`src/rtl/stage2_query_ctrl_if.sv`:
```
// Query/result/hash-stage signal bundle for stage2_query_ctrl.
// slave  : the query controller side.
// master : the surrounding logic (upstream queries, hash stage, downstream consumer).
interface stage2_query_ctrl_if #(
    parameter int unsigned DW = 64
);
    // Upstream query channel
    logic          q_valid_i;
    logic [DW-1:0] q_key_i;
    logic          q_ready_o;

    // Hash stage search port
    logic          ins_busy_i;
    logic          search_o;
    logic [DW-1:0] search_data_o;
    logic          search_end_i;
    logic [DW-1:0] search_freq_i;
    logic [DW-1:0] search_latency_i;

    // Downstream result channel
    logic          r_valid_o;
    logic          r_ready_i;
    logic [DW-1:0] r_freq_o;
    logic [DW-1:0] r_latency_o;
    logic [DW-1:0] r_key_o;

    // Status
    logic [1:0]    inflight_o;
    logic          err_o;

    modport slave (
        input  q_valid_i, q_key_i, ins_busy_i,
        input  search_end_i, search_freq_i, search_latency_i,
        input  r_ready_i,
        output q_ready_o, search_o, search_data_o,
        output r_valid_o, r_freq_o, r_latency_o, r_key_o,
        output inflight_o, err_o
    );

    modport master (
        output q_valid_i, q_key_i, ins_busy_i,
        output search_end_i, search_freq_i, search_latency_i,
        output r_ready_i,
        input  q_ready_o, search_o, search_data_o,
        input  r_valid_o, r_freq_o, r_latency_o, r_key_o,
        input  inflight_o, err_o
    );
endinterface

```
`src/rtl/stage2_query_ctrl.sv`:
```
// Query-side controller for the stage-2 sketch hash stage.
// Issues single-cycle search pulses (yielding to inserts), tracks searches in flight,
// captures frequency/latency results on search_end_i and returns them in order through
// a credit-protected show-ahead FIFO.
// Optional feature macro: STAGE2_QUERY_KEY_ECHO_EN -- carries the search key alongside
// each result (2-stage key delay line, FIFO width 3*DW); otherwise r_key_o is tied to 0.
module stage2_query_ctrl #(
    parameter int unsigned DW = 64,
    parameter int unsigned FD = 8,
    parameter int unsigned AW = 3
) (
    input  logic               clk,
    input  logic               rst,
    stage2_query_ctrl_if.slave bus
);

`ifdef STAGE2_QUERY_KEY_ECHO_EN
    localparam int unsigned FW = 3 * DW;
`else
    localparam int unsigned FW = 2 * DW;
`endif

    localparam logic [AW:0]   FD_CNT    = (AW + 1)'(FD);
    localparam logic [AW+1:0] FD_CREDIT = (AW + 2)'(FD);
    localparam logic [1:0]    GUARD_LEN = 2'd2;

    // FIFO storage and bookkeeping
    logic [FW-1:0] mem [FD];
    logic [AW-1:0] wr_ptr;
    logic [AW-1:0] rd_ptr;
    logic [AW:0]   fifo_count;

    // Search tracking and status
    logic [1:0]    inflight;
    logic [1:0]    guard_cnt;
    logic          err;

    // Decoded per-cycle events
    logic [AW+1:0] credit_used;
    logic          q_ready;
    logic          issue;
    logic          end_seen;
    logic          end_take;
    logic          end_stray;
    logic          fifo_empty;
    logic          fifo_full;
    logic          push_ok;
    logic          overflow;
    logic          pop;
    logic [FW-1:0] push_data;
    logic [FW-1:0] head_data;

`ifdef STAGE2_QUERY_KEY_ECHO_EN
    logic [DW-1:0] key_d1;
    logic [DW-1:0] key_d2;

    // Key delay line: key_d2 holds the key issued two cycles ago, aligned to search_end_i
    always_ff @(posedge clk) begin
        if (rst) begin
            key_d1 <= '0;
            key_d2 <= '0;
        end else begin
            key_d1 <= issue ? bus.q_key_i : '0;
            key_d2 <= key_d1;
        end
    end
`endif

    // Credit check, issue decision and result-capture event decode
    always_comb begin
        credit_used = {1'b0, fifo_count} + {{AW{1'b0}}, inflight};
        q_ready     = !rst && !bus.ins_busy_i && (credit_used < FD_CREDIT);
        issue       = bus.q_valid_i && q_ready;

        // Ends inside the post-reset guard window belong to searches issued before reset
        end_seen    = bus.search_end_i && (guard_cnt == '0);
        end_take    = end_seen && (inflight != '0);
        end_stray   = end_seen && (inflight == '0);

        fifo_empty  = (fifo_count == '0);
        fifo_full   = (fifo_count == FD_CNT);
        push_ok     = end_take && !fifo_full;
        overflow    = end_take && fifo_full;
        pop         = !fifo_empty && bus.r_ready_i;

`ifdef STAGE2_QUERY_KEY_ECHO_EN
        push_data   = {key_d2, bus.search_freq_i, bus.search_latency_i};
`else
        push_data   = {bus.search_freq_i, bus.search_latency_i};
`endif
        head_data   = mem[rd_ptr];
    end

    // Result FIFO storage write
    always_ff @(posedge clk) begin
        if (!rst && push_ok) begin
            mem[wr_ptr] <= push_data;
        end
    end

    // FIFO pointers and occupancy; simultaneous push and pop leaves the count unchanged
    always_ff @(posedge clk) begin
        if (rst) begin
            wr_ptr     <= '0;
            rd_ptr     <= '0;
            fifo_count <= '0;
        end else begin
            if (push_ok) begin
                wr_ptr <= wr_ptr + 1'b1;
            end
            if (pop) begin
                rd_ptr <= rd_ptr + 1'b1;
            end
            case ({push_ok, pop})
                2'b10:   fifo_count <= fifo_count + 1'b1;
                2'b01:   fifo_count <= fifo_count - 1'b1;
                default: fifo_count <= fifo_count;
            endcase
        end
    end

    // In-flight search counter: issue increments, captured end decrements
    always_ff @(posedge clk) begin
        if (rst) begin
            inflight <= '0;
        end else begin
            case ({issue, end_take})
                2'b10:   inflight <= inflight + 1'b1;
                2'b01:   inflight <= inflight - 1'b1;
                default: inflight <= inflight;
            endcase
        end
    end

    // Post-reset guard window counting down from GUARD_LEN
    always_ff @(posedge clk) begin
        if (rst) begin
            guard_cnt <= GUARD_LEN;
        end else if (guard_cnt != '0) begin
            guard_cnt <= guard_cnt - 1'b1;
        end
    end

    // Sticky protocol error: stray search end or push into a full FIFO
    always_ff @(posedge clk) begin
        if (rst) begin
            err <= 1'b0;
        end else if (end_stray || overflow) begin
            err <= 1'b1;
        end
    end

    // Output drive: search strobe/key and show-ahead head, zeroed when empty
    always_comb begin
        bus.q_ready_o     = q_ready;
        bus.search_o      = issue;
        bus.search_data_o = issue ? bus.q_key_i : '0;
        bus.r_valid_o     = !fifo_empty;
        bus.r_freq_o      = '0;
        bus.r_latency_o   = '0;
        bus.r_key_o       = '0;
        bus.inflight_o    = inflight;
        bus.err_o         = err;
        if (!fifo_empty) begin
            bus.r_freq_o    = head_data[2*DW-1:DW];
            bus.r_latency_o = head_data[DW-1:0];
`ifdef STAGE2_QUERY_KEY_ECHO_EN
            bus.r_key_o     = head_data[3*DW-1:2*DW];
`endif
        end
    end

endmodule

```
`src/flat_wrapper.sv`:
```
// flat-port wrapper written by rule: the top's interface ports become plain ports
module stage2_query_ctrl_flat 
#(
    parameter int unsigned DW = 64,
    parameter int unsigned FD = 8,
    parameter int unsigned AW = 3
)
  (clk, rst, bus_q_valid_i, bus_q_key_i, bus_ins_busy_i, bus_search_end_i, bus_search_freq_i, bus_search_latency_i, bus_r_ready_i, bus_q_ready_o, bus_search_o, bus_search_data_o, bus_r_valid_o, bus_r_freq_o, bus_r_latency_o, bus_r_key_o, bus_inflight_o, bus_err_o);
  stage2_query_ctrl_if #(.DW(DW)) bus_i ();
  input  logic clk;
  input  logic rst;
  input wire logic [$bits(bus_i.q_valid_i)-1:0] bus_q_valid_i;
  input wire logic [$bits(bus_i.q_key_i)-1:0] bus_q_key_i;
  input wire logic [$bits(bus_i.ins_busy_i)-1:0] bus_ins_busy_i;
  input wire logic [$bits(bus_i.search_end_i)-1:0] bus_search_end_i;
  input wire logic [$bits(bus_i.search_freq_i)-1:0] bus_search_freq_i;
  input wire logic [$bits(bus_i.search_latency_i)-1:0] bus_search_latency_i;
  input wire logic [$bits(bus_i.r_ready_i)-1:0] bus_r_ready_i;
  output wire logic [$bits(bus_i.q_ready_o)-1:0] bus_q_ready_o;
  output wire logic [$bits(bus_i.search_o)-1:0] bus_search_o;
  output wire logic [$bits(bus_i.search_data_o)-1:0] bus_search_data_o;
  output wire logic [$bits(bus_i.r_valid_o)-1:0] bus_r_valid_o;
  output wire logic [$bits(bus_i.r_freq_o)-1:0] bus_r_freq_o;
  output wire logic [$bits(bus_i.r_latency_o)-1:0] bus_r_latency_o;
  output wire logic [$bits(bus_i.r_key_o)-1:0] bus_r_key_o;
  output wire logic [$bits(bus_i.inflight_o)-1:0] bus_inflight_o;
  output wire logic [$bits(bus_i.err_o)-1:0] bus_err_o;
  assign bus_i.q_valid_i = bus_q_valid_i;
  assign bus_i.q_key_i = bus_q_key_i;
  assign bus_i.ins_busy_i = bus_ins_busy_i;
  assign bus_i.search_end_i = bus_search_end_i;
  assign bus_i.search_freq_i = bus_search_freq_i;
  assign bus_i.search_latency_i = bus_search_latency_i;
  assign bus_i.r_ready_i = bus_r_ready_i;
  assign bus_q_ready_o = bus_i.q_ready_o;
  assign bus_search_o = bus_i.search_o;
  assign bus_search_data_o = bus_i.search_data_o;
  assign bus_r_valid_o = bus_i.r_valid_o;
  assign bus_r_freq_o = bus_i.r_freq_o;
  assign bus_r_latency_o = bus_i.r_latency_o;
  assign bus_r_key_o = bus_i.r_key_o;
  assign bus_inflight_o = bus_i.inflight_o;
  assign bus_err_o = bus_i.err_o;
  stage2_query_ctrl #(.DW(DW), .FD(FD), .AW(AW)) u_core (.clk(clk), .rst(rst), .bus(bus_i));
endmodule
```
`config.mk`:
```
export PLATFORM = sky130hd
export DESIGN_NAME = stage2_query_ctrl_flat
export DESIGN_NICKNAME = d
export VERILOG_FILES = /design/src/rtl/stage2_query_ctrl_if.sv /design/src/rtl/stage2_query_ctrl.sv /design/src/flat_wrapper.sv
export SDC_FILE = /design/constraint.sdc
export NUM_CORES = 1
export LEC_CHECK = 0
export CAP_MARGIN = 20
export CELL_PAD_IN_SITES_DETAIL_PLACEMENT = 1
export CELL_PAD_IN_SITES_GLOBAL_PLACEMENT = 2
export CORE_ASPECT_RATIO = 0.7
export CORE_MARGIN = 4
export CORE_UTILIZATION = 43
export DETAILED_ROUTE_END_ITERATION = 8
export GPL_TIMING_DRIVEN = 0
export PLACE_DENSITY = 0.87
export SKIP_CTS_REPAIR_TIMING = 1
export SYNTH_ARGS = -nofsm -noshare
export SYNTH_HDL_FRONTEND = slang
export SYNTH_SLANG_ARGS = --single-unit
```
`constraint.sdc`:
```
create_clock -name clk -period 14.35 [get_ports clk]
set_clock_uncertainty 0.1 [all_clocks]
set_input_delay 2.87 -clock clk [delete_from_list [all_inputs] [get_ports clk]]
set_output_delay 2.87 -clock clk [all_outputs]
set_load 0.01 [all_outputs]
```
## Word level (Yosys, flattened, before mapping)

Memory sizes are Yosys's and may differ from the RTL's. A register that Yosys moved wholly into a read port is not among the register bits.
Index checks and enable logic that the tools add are counted.

| storage, ports and cells | value |
|---|---|
| logic and storage cells | 52 |
| memory bits (writable) | 1,024 |
| input port bits | 198 |
| memories kept | 1 |
| register bits after elaboration | 15 |

Memory list:

| memory | words | bits a word | read ports | clocked after memory_dff | wr ports | RTL line | source |
|---|---|---|---|---|---|---|---|
| u_core.mem | 8 | 128 | 1 | 1 | 1 | stage2_query_ctrl.sv:28 | `logic [FW-1:0] mem [FD];` |

| operators by class | value |
|---|---|
| equality and inequality tests | 5 |
| reduce and logical (&&, ||, !) cells | 22 |
| multiplexer cells | 9 |
| $lt $le $gt $ge | 1 |
| add/sub/neg operators | 8 |

Operator list:

| cell | number |
|---|---|
| $mux W64 | 3 |
| $logic_and A1 B1 Y1 | 10 |
| $pmux W4 S2 | 1 |
| $reduce_bool A2 Y1 | 4 |
| $add A3 B1 Y3 const B | 2 |
| $mux W3 | 2 |
| $add A4 B2 Y5 | 1 |
| $lt A5 B4 Y1 const B | 1 |
| $add A4 B1 Y4 const B | 1 |
| $eq A2 B1 Y1 const B | 2 |
| $eq A2 B2 Y1 const B | 2 |
| $eq A4 B4 Y1 const B | 1 |
| $logic_not A1 Y1 | 4 |
| $logic_not A2 Y1 | 2 |
| $logic_not A4 Y1 | 1 |
| $pmux W2 S2 | 1 |
| $sub A2 B1 Y2 const B | 2 |
| $sub A4 B1 Y4 const B | 1 |
| $add A2 B1 Y2 const B | 1 |
| $mux W1 | 2 |
| $logic_or A1 B1 Y1 | 1 |

## Logic depth before layout (Yosys ltp)

Gate-level depths: netlist of the first run.

| logic depth | value |
|---|---|
| word-level depth | 7 |
| depth in mapped cells | 12 |

## Least setup slack after synthesis of the first run

No wires, ideal clock.

| timing path | value |
|---|---|
| path kind | in2reg |
| start point | in bus_search_end_i |
| end point | mem u_core.mem[2][0] in the netlist's numbering, enable pin |
| data arrival time | 12.101 ns |
| data required time | 13.478 ns |
| library setup time | 0.772 ns |
| stages | 4 |
| setup slack | 1.377 ns |
| cell sequence | o211ai_1 > a21oi_2 > nand3b_1 > nor3_1 |

| between the ends | value |
|---|---|
| word-level cells in the longest chain between the ends | 6 |

RTL lines:

| element | RTL line | source |
|---|---|---|
| start, declared | flat_wrapper.sv:15 | `input wire logic [$bits(bus_i.search_end_i)-1:0] bus_search_end_i;` |
| $logic_and A1 B1 Y1 | stage2_query_ctrl.sv:76 | `end_seen = bus.search_end_i && (guard_cnt == '0);` |
| $logic_and A1 B1 Y1 | stage2_query_ctrl.sv:77 | `end_take = end_seen && (inflight != '0);` |
| $logic_and A1 B1 Y1 | stage2_query_ctrl.sv:82 | `push_ok = end_take && !fifo_full;` |
| $logic_and A1 B1 Y1 | stage2_query_ctrl.sv:96 | `if (!rst && push_ok) begin` |
| $mux W1 | stage2_query_ctrl.sv:96 |  |
| $mux W1 (not written as such) | stage2_query_ctrl.sv:97 | `mem[wr_ptr] <= push_data;` |
| end, declared | stage2_query_ctrl.sv:28 |  |

Every way passes these cells.

## Worst setup path in the final report of the first run

| timing path | value |
|---|---|
| start point | in bus_ins_busy_i |
| end point | out bus_search_data_o[4] |

| between the ends | value |
|---|---|
| word-level cells in the longest chain between the ends | 5 |

RTL lines:

| element | RTL line | source |
|---|---|---|
| start, declared | flat_wrapper.sv:14 | `input wire logic [$bits(bus_i.ins_busy_i)-1:0] bus_ins_busy_i;` |
| $logic_not A1 Y1 | stage2_query_ctrl.sv:72 | `q_ready = !rst && !bus.ins_busy_i && (credit_used < FD_CREDIT);` |
| $logic_and A1 B1 Y1 (2 in series) | stage2_query_ctrl.sv:72 |  |
| $logic_and A1 B1 Y1 | stage2_query_ctrl.sv:73 | `issue = bus.q_valid_i && q_ready;` |
| $mux W64 | stage2_query_ctrl.sv:157 | `bus.search_data_o = issue ? bus.q_key_i : '0;` |
| end, declared | flat_wrapper.sv:21 | `output wire logic [$bits(bus_i.search_data_o)-1:0] bus_search_data_o;` |

Every way passes these cells.

==> out/results.ini, run 1 <==
[timing]
setup_violations=0
finalMaxSlewViolations=0
worst_hold_slack_ns=0.391
fmax_mhz=122
rsz0062_at_grt=false
setup_tns_ns=0
tightest_slew_ns=1.03
hold_violations=0
relSlewSlack_pct=31.4
fin_crit_ns=8.23
period_share_pct=57.3

[worst_setup_path]
cp-end-kind=output port
worstPathArrival_ns=5.26
endpoint=bus_search_data_o[4]
worstRegToRegCells=12
worstSetupStartpoint=bus_ins_busy_i
cp_max_fo=10
r2r_setup_slack_ns=10.45
worstSetupPathType=primary input to output port
required_ns=11.38
crit_path_start_kind=primary input
worst_r2r_endpoint=u_core.mem[2][42]
r2r_start=u_core.guard_cnt[0]

[detailed_routing]
first_pass_iters=5
drtIter0Drc=1705
wl_per_cell_um=28.2
vias_per_cell=5.43
wirelength_um=108000
antenna_left=0
drc_errors=0
num_vias=20759

[outcome]
status=finished, final reports clean

[placement]
dp_cells=3628
place_congestion=0.992
port_buffers=394
post-dp-hpwl_um=72800

[floorplan]
die-area_um2=99400
die_w_um=375
ios=460
start_util_pct=43.7
die_h_um=265
fp-row-count=93
core_area_um2=92700

[final_layout]
layout-drive-gt1-share_pct=23.0
syn2layout_area_growth_pct=25.4
nNetsFinal=2699
fin_cells=3821
fin_util_pct=54.9

[synthesis]
synth_most_common_cell=edfxtp_1
synth_async_sr_flop_share_pct=0
synthFlopType=edfxtp_1
synth_edf_count=1024
synth.distinct_cells=37
ys_ff_latch=1042
syn_area_per_cell_um2=21.7
syn-cell-area_um2=40600
synth_cells=1871
synth_top_area_share_pct=75.8
post-synth-top-area-cell=edfxtp_1
seq_area_frac_synth_pct=76.7
ys_warn_count=0
synth_commonest_cells=edfxtp_1 (1024), mux4_2 (256), nor2_1 (146)
synthTopCellsByArea=edfxtp_1 (76%), mux4_2 (14%), mux2i_1 (3.2%)

[pwr]
ir_worst_vdd_uv=84.9
powerDensity_nw_per_um2=123
p_leak_nw=16.1

[clocking]
worstSkewPairLatency_ns=0.65
cts_sinks=1042
clk_pin_slew_ns=0.06
clockBufferDepth=3
cts_root_buf=clkbuf_16
cts_tree=yes
htreeDepth=3
cts_buffers=99

[grt]
grt_start_max_net_pins=26
grt_pass1_vias=22586
grt_first_pass_wirelength_um=158000
grt.total_usage_pct=21.6
grt_overflow=0
antenna_found_initial=19

[hold_path]
hold_class=flop to flop

[job]
maxCapViolations=0

-- registers in the layout, summed over array words and instances (netlist names), named ones only --
name / count
u_core.rd_ptr: 3
u_core.fifo_count: 4
u_core.guard_cnt: 2
u_core.mem: 1024
u_core.wr_ptr: 3
u_core.bus.inflight_o: 2
u_core.bus.err_o: 1
-- where the power goes --
group          switching, mW  internal (mW)
clock network           1.10           1.48
logic                  0.174          0.171
registers            0.00476           3.35
total                   1.28           5.00
-- worst min path at each step --
stage	startpoint	endpoint	slack [ns]	cells past startpoint
floorplan	u_core.rd_ptr[1]	flop	0.35	2
global placement	u_core.bus.err_o	u_core.bus.err_o	0.37	2
detailed placement	u_core.bus.err_o	u_core.bus.err_o	0.38	2
CTS	u_core.bus.err_o	u_core.bus.err_o	0.40	2
global route	u_core.bus.err_o	u_core.bus.err_o	0.42	2
finish	u_core.bus.err_o	u_core.bus.err_o	0.39	2
-- placed cells by master, fill, tap and decap left out, drive strengths merged --
master / count
nor2: 146
mux2: 1
nand3b: 2
inv: 10
mux2i: 130
clkinv: 45
a22o: 1
a31oi: 3
a2111oi: 1
bufinv: 10
dfxtp: 18
edfxtp: 1024
nand3: 1
clkinvlp: 4
nand2: 10
a31o: 1
and2: 1
conb: 64
diode: 10
o21ai: 3
xor2: 8
and3: 64
xnor2: 2
nor3: 3
or3: 3
or2: 1
buf: 201
nand2b: 2
ha: 7
o211ai: 2
clkdlybuf4s50: 394
nor2b: 1
a21oi: 5
mux4: 256
nor4: 1
clkbuf: 151
-- layout make-up --
class,instances,area [µm²]
inverter,7,26.3
buffer,166,950
antenna,10,25.0
clock inverter,62,588
multi-input combinational,719,8770
tap,1235,1550
fill,8176,41900
timing repair buffer,459,5230
clock buffer,121,2620
sequential,1042,31100
-- through the flow --
step | setup WS (ns) | cell area [µm²] | power [mW]
after global routing | 6.06 | 50800 | 6.50
after detailed placement | 6.14 | 47600 | 3.76
final | 6.12 | 50900 | 6.28
after global placement | -8.59 | 46300 | 3.75
after CTS | 6.12 | 50800 | 6.34
after floorplan | 1.38 | 40800 | 3.57
-- cell families after synthesis --
family          after synthesis  share of synthesized area [%]
buf+inv                     173                           2.40
flops                      1042                           76.7
compound gates               16                          0.302
other cells                   1                        0.00925
mux                         387                           17.5
simple gates                235                           2.70
xor+xnor                     10                          0.216
fa+ha+maj                     7                          0.216
-- per-layer routing --
metal | track usage, % | vias up | part of all wire (%)
met3 | 4.84 | 153 | 7.1
met4 | 6.66 | 16 | 2.9
met1 | 28.3 | 11000 | 40
met5 | 0 | - | 0.090
met2 | 36.5 | 755 | 50
li1 | - | 8835 | -
-- worst max-delay path, stage by stage --
cell             delay [ns]
clkdlybuf4s50_1        0.46
a2111oi_4              0.52
clkbuf_1               0.36
and3_1                 0.43
clkdlybuf4s50_1        0.61
(Power assumes the default switching activity.)
==> run 2, diff against run 1 <==
--- a/config.mk
+++ b/config.mk
@@ -10,10 +10,10 @@
 export CELL_PAD_IN_SITES_GLOBAL_PLACEMENT = 2
 export CORE_ASPECT_RATIO = 0.7
 export CORE_MARGIN = 4
-export CORE_UTILIZATION = 43
+export CORE_UTILIZATION = 39
 export DETAILED_ROUTE_END_ITERATION = 8
 export GPL_TIMING_DRIVEN = 0
-export PLACE_DENSITY = 0.87
+export PLACE_DENSITY = 0.83
 export SKIP_CTS_REPAIR_TIMING = 1
 export SYNTH_ARGS = -nofsm -noshare
 export SYNTH_HDL_FRONTEND = slang
==> constraint.sdc (replaced) <==
create_clock -name clk -period 6.8 [get_ports clk]
set_clock_uncertainty 0.1 [all_clocks]
set_input_delay 1.36 -clock clk [delete_from_list [all_inputs] [get_ports clk]]
set_output_delay 1.36 -clock clk [all_outputs]
set_load 0.01 [all_outputs]
==> run 2 against run 1 <==
  * Setup slack worse by 4.8 ns
  * Hold slack improved by 0.0026 ns
  * Sequential power grew 110%
  * Global-route usage is 2.0 points lower
  * First-iteration DRC count is 2.0% higher
  * Via count shrank 0.53%
  * Count of clock-buffer cells in the layout rose by 11
==> out/results.ini, run 2 (synthesis results as in run 1) <==
[floorplan]
core_area_um2=103000
fp-row-count=98
die-area_um2=109000
die_w_um=393
die_h_um=278
start_util_pct=39.5
ios=460

[final_layout]
mostFrequentLayoutCell=edfxtp_1
nNetsFinal=2692
layout-drive-gt1-share_pct=22.2
largest_register_ff_count=1024
syn2layout_area_growth_pct=25.6
final_cell_mix=edfxtp_1 (1024), clkdlybuf4s50_1 (394), mux4_2 (256), nor2_1 (140), mux2i_1 (130)
regMostFlops=u_core.mem
reg_top3=u_core.mem (1024), u_core.fifo_count (4)

[detailed_routing]
first_pass_iters=5
wl_per_cell_um=27.5
drc_errors=0
wirelength_um=108000
drtIter0Drc=1739
antenna_left=0
num_vias=20648
vias_per_cell=5.26

[worst_setup_path]
worstRegToRegCells=12
cp_top_family=buffers and inverters
path_buf_inv=3
worstSetupPathType=flop to output port
r2r_setup_slack_ns=2.67
cpMaxStageDelayCell=buf_1
worst_r2r_endpoint=u_core.mem[0][96]
required_ns=5.34
cp-end-kind=output port
crit_path_start_kind=flop
cpPeakStageDelay_ns=0.81
worstPathArrival_ns=4.01
cp_max_fo=11
r2r_start=u_core.guard_cnt[0]
path_cells=buf_2 -> buf_1 -> mux4_2 -> mux2i_1 -> nor2_1 -> clkdlybuf4s50_1

[clocking]
htreeDepth=3
cts_root_buf=clkbuf_16
cts_tree=yes
worstSkewPairLatency_ns=0.68
clockBufferDepth=3
cts_buffers=100
cts_sinks=1042
clk_pin_slew_ns=0.06

[grt]
antenna_found_initial=17
grt.total_usage_pct=19.7
grt_pass1_vias=22494
grt_overflow=0
grt_start_max_net_pins=26
grt_first_pass_wirelength_um=158000

[outcome]
status=finished, final reports clean

[job]
maxCapViolations=0

[timing]
rsz0062_at_grt=false
worst_hold_slack_ns=0.393
tightest_slew_ns=1.01
fmax_mhz=183
hold_violations=0
finalMaxSlewViolations=0
setup_slack_ns=1.33
relSlewSlack_pct=32.5
setup_violations=0
fin_crit_ns=5.47
period_share_pct=80.4

[placement]
post-dp-hpwl_um=71200
port_buffers=394
place_ws_ns=1.42
place_congestion=0.846

[pwr]
p_leak_nw=16.0
p_total_mw=13.2
powerDensity_nw_per_um2=260
ir_worst_vdd_uv=206

[hold_path]
hold_class=flop to flop
hold_path_end=u_core.bus.err_o
hold_path_depth=2
hold_start=u_core.bus.err_o

[run 2: stage by stage]
step | instances | utilization, % | setup TNS [ns] | instance area [µm²]
global placement | 3678 | 45.2 | -8218.57 | 46400
detailed placement | 3735 | 46.5 | 0 | 47800
floorplan | 1934 | - | -1252.28 | 40800
CTS | 3919 | 49.6 | 0 | 50900
global route | 3920 | 49.6 | 0 | 50900
finish | 3926 | 49.6 | 0 | 50900
[run 2: metal layers]
metal,GRT usage (%),vias to the layer above,routed length (µm)
met3,4.72,162,6830
met5,0,-,132
met4,5.91,18,3160
li1,-,8805,-
met2,33.0,653,53600
met1,25.6,11010,44300
[run 2: how the worst max path moves through the flow]
stage               slack [ns]                 start  cells after the start                  end
floorplan                -1.46      bus_search_end_i                      5     u_core.mem[5][0]
global placement         -8.57      bus_search_end_i                      6   u_core.mem[4][103]
detailed placement        1.42      bus_search_end_i                     11    u_core.mem[0][96]
CTS                       1.14  u_core.fifo_count[3]                      5  bus_r_latency_o[39]
global route              1.10                  flop                      6  bus_r_latency_o[37]
finish                    1.33                  flop                      6  bus_r_latency_o[39]
[run 2: power breakdown]
part	internal (mW)	switching, mW	total [mW]	leakage [nW]
clock network	3.05	2.39	5.44	1.54
registers	7.07	0.00947	7.07	9.35
logic	0.359	0.365	0.724	5.11
[run 2: tightest hold or removal path, cell delays in order, from the launching register on]
cell	delay, ns
dfxtp_1	0.34
a31oi_1	0.05
nor2_1	0.07
[run 2: cell type report]
cell class,instances,area (µm²)
flip-flops and latches,1042,31100
plain buffers,166,950
fillers,9332,51700
well taps,1350,1690
clock inverters,52,514
clock buffers,132,2640
repair buffers,451,5200
multi-input cells,719,8770
diodes,7,17.5
inverters,7,26.3
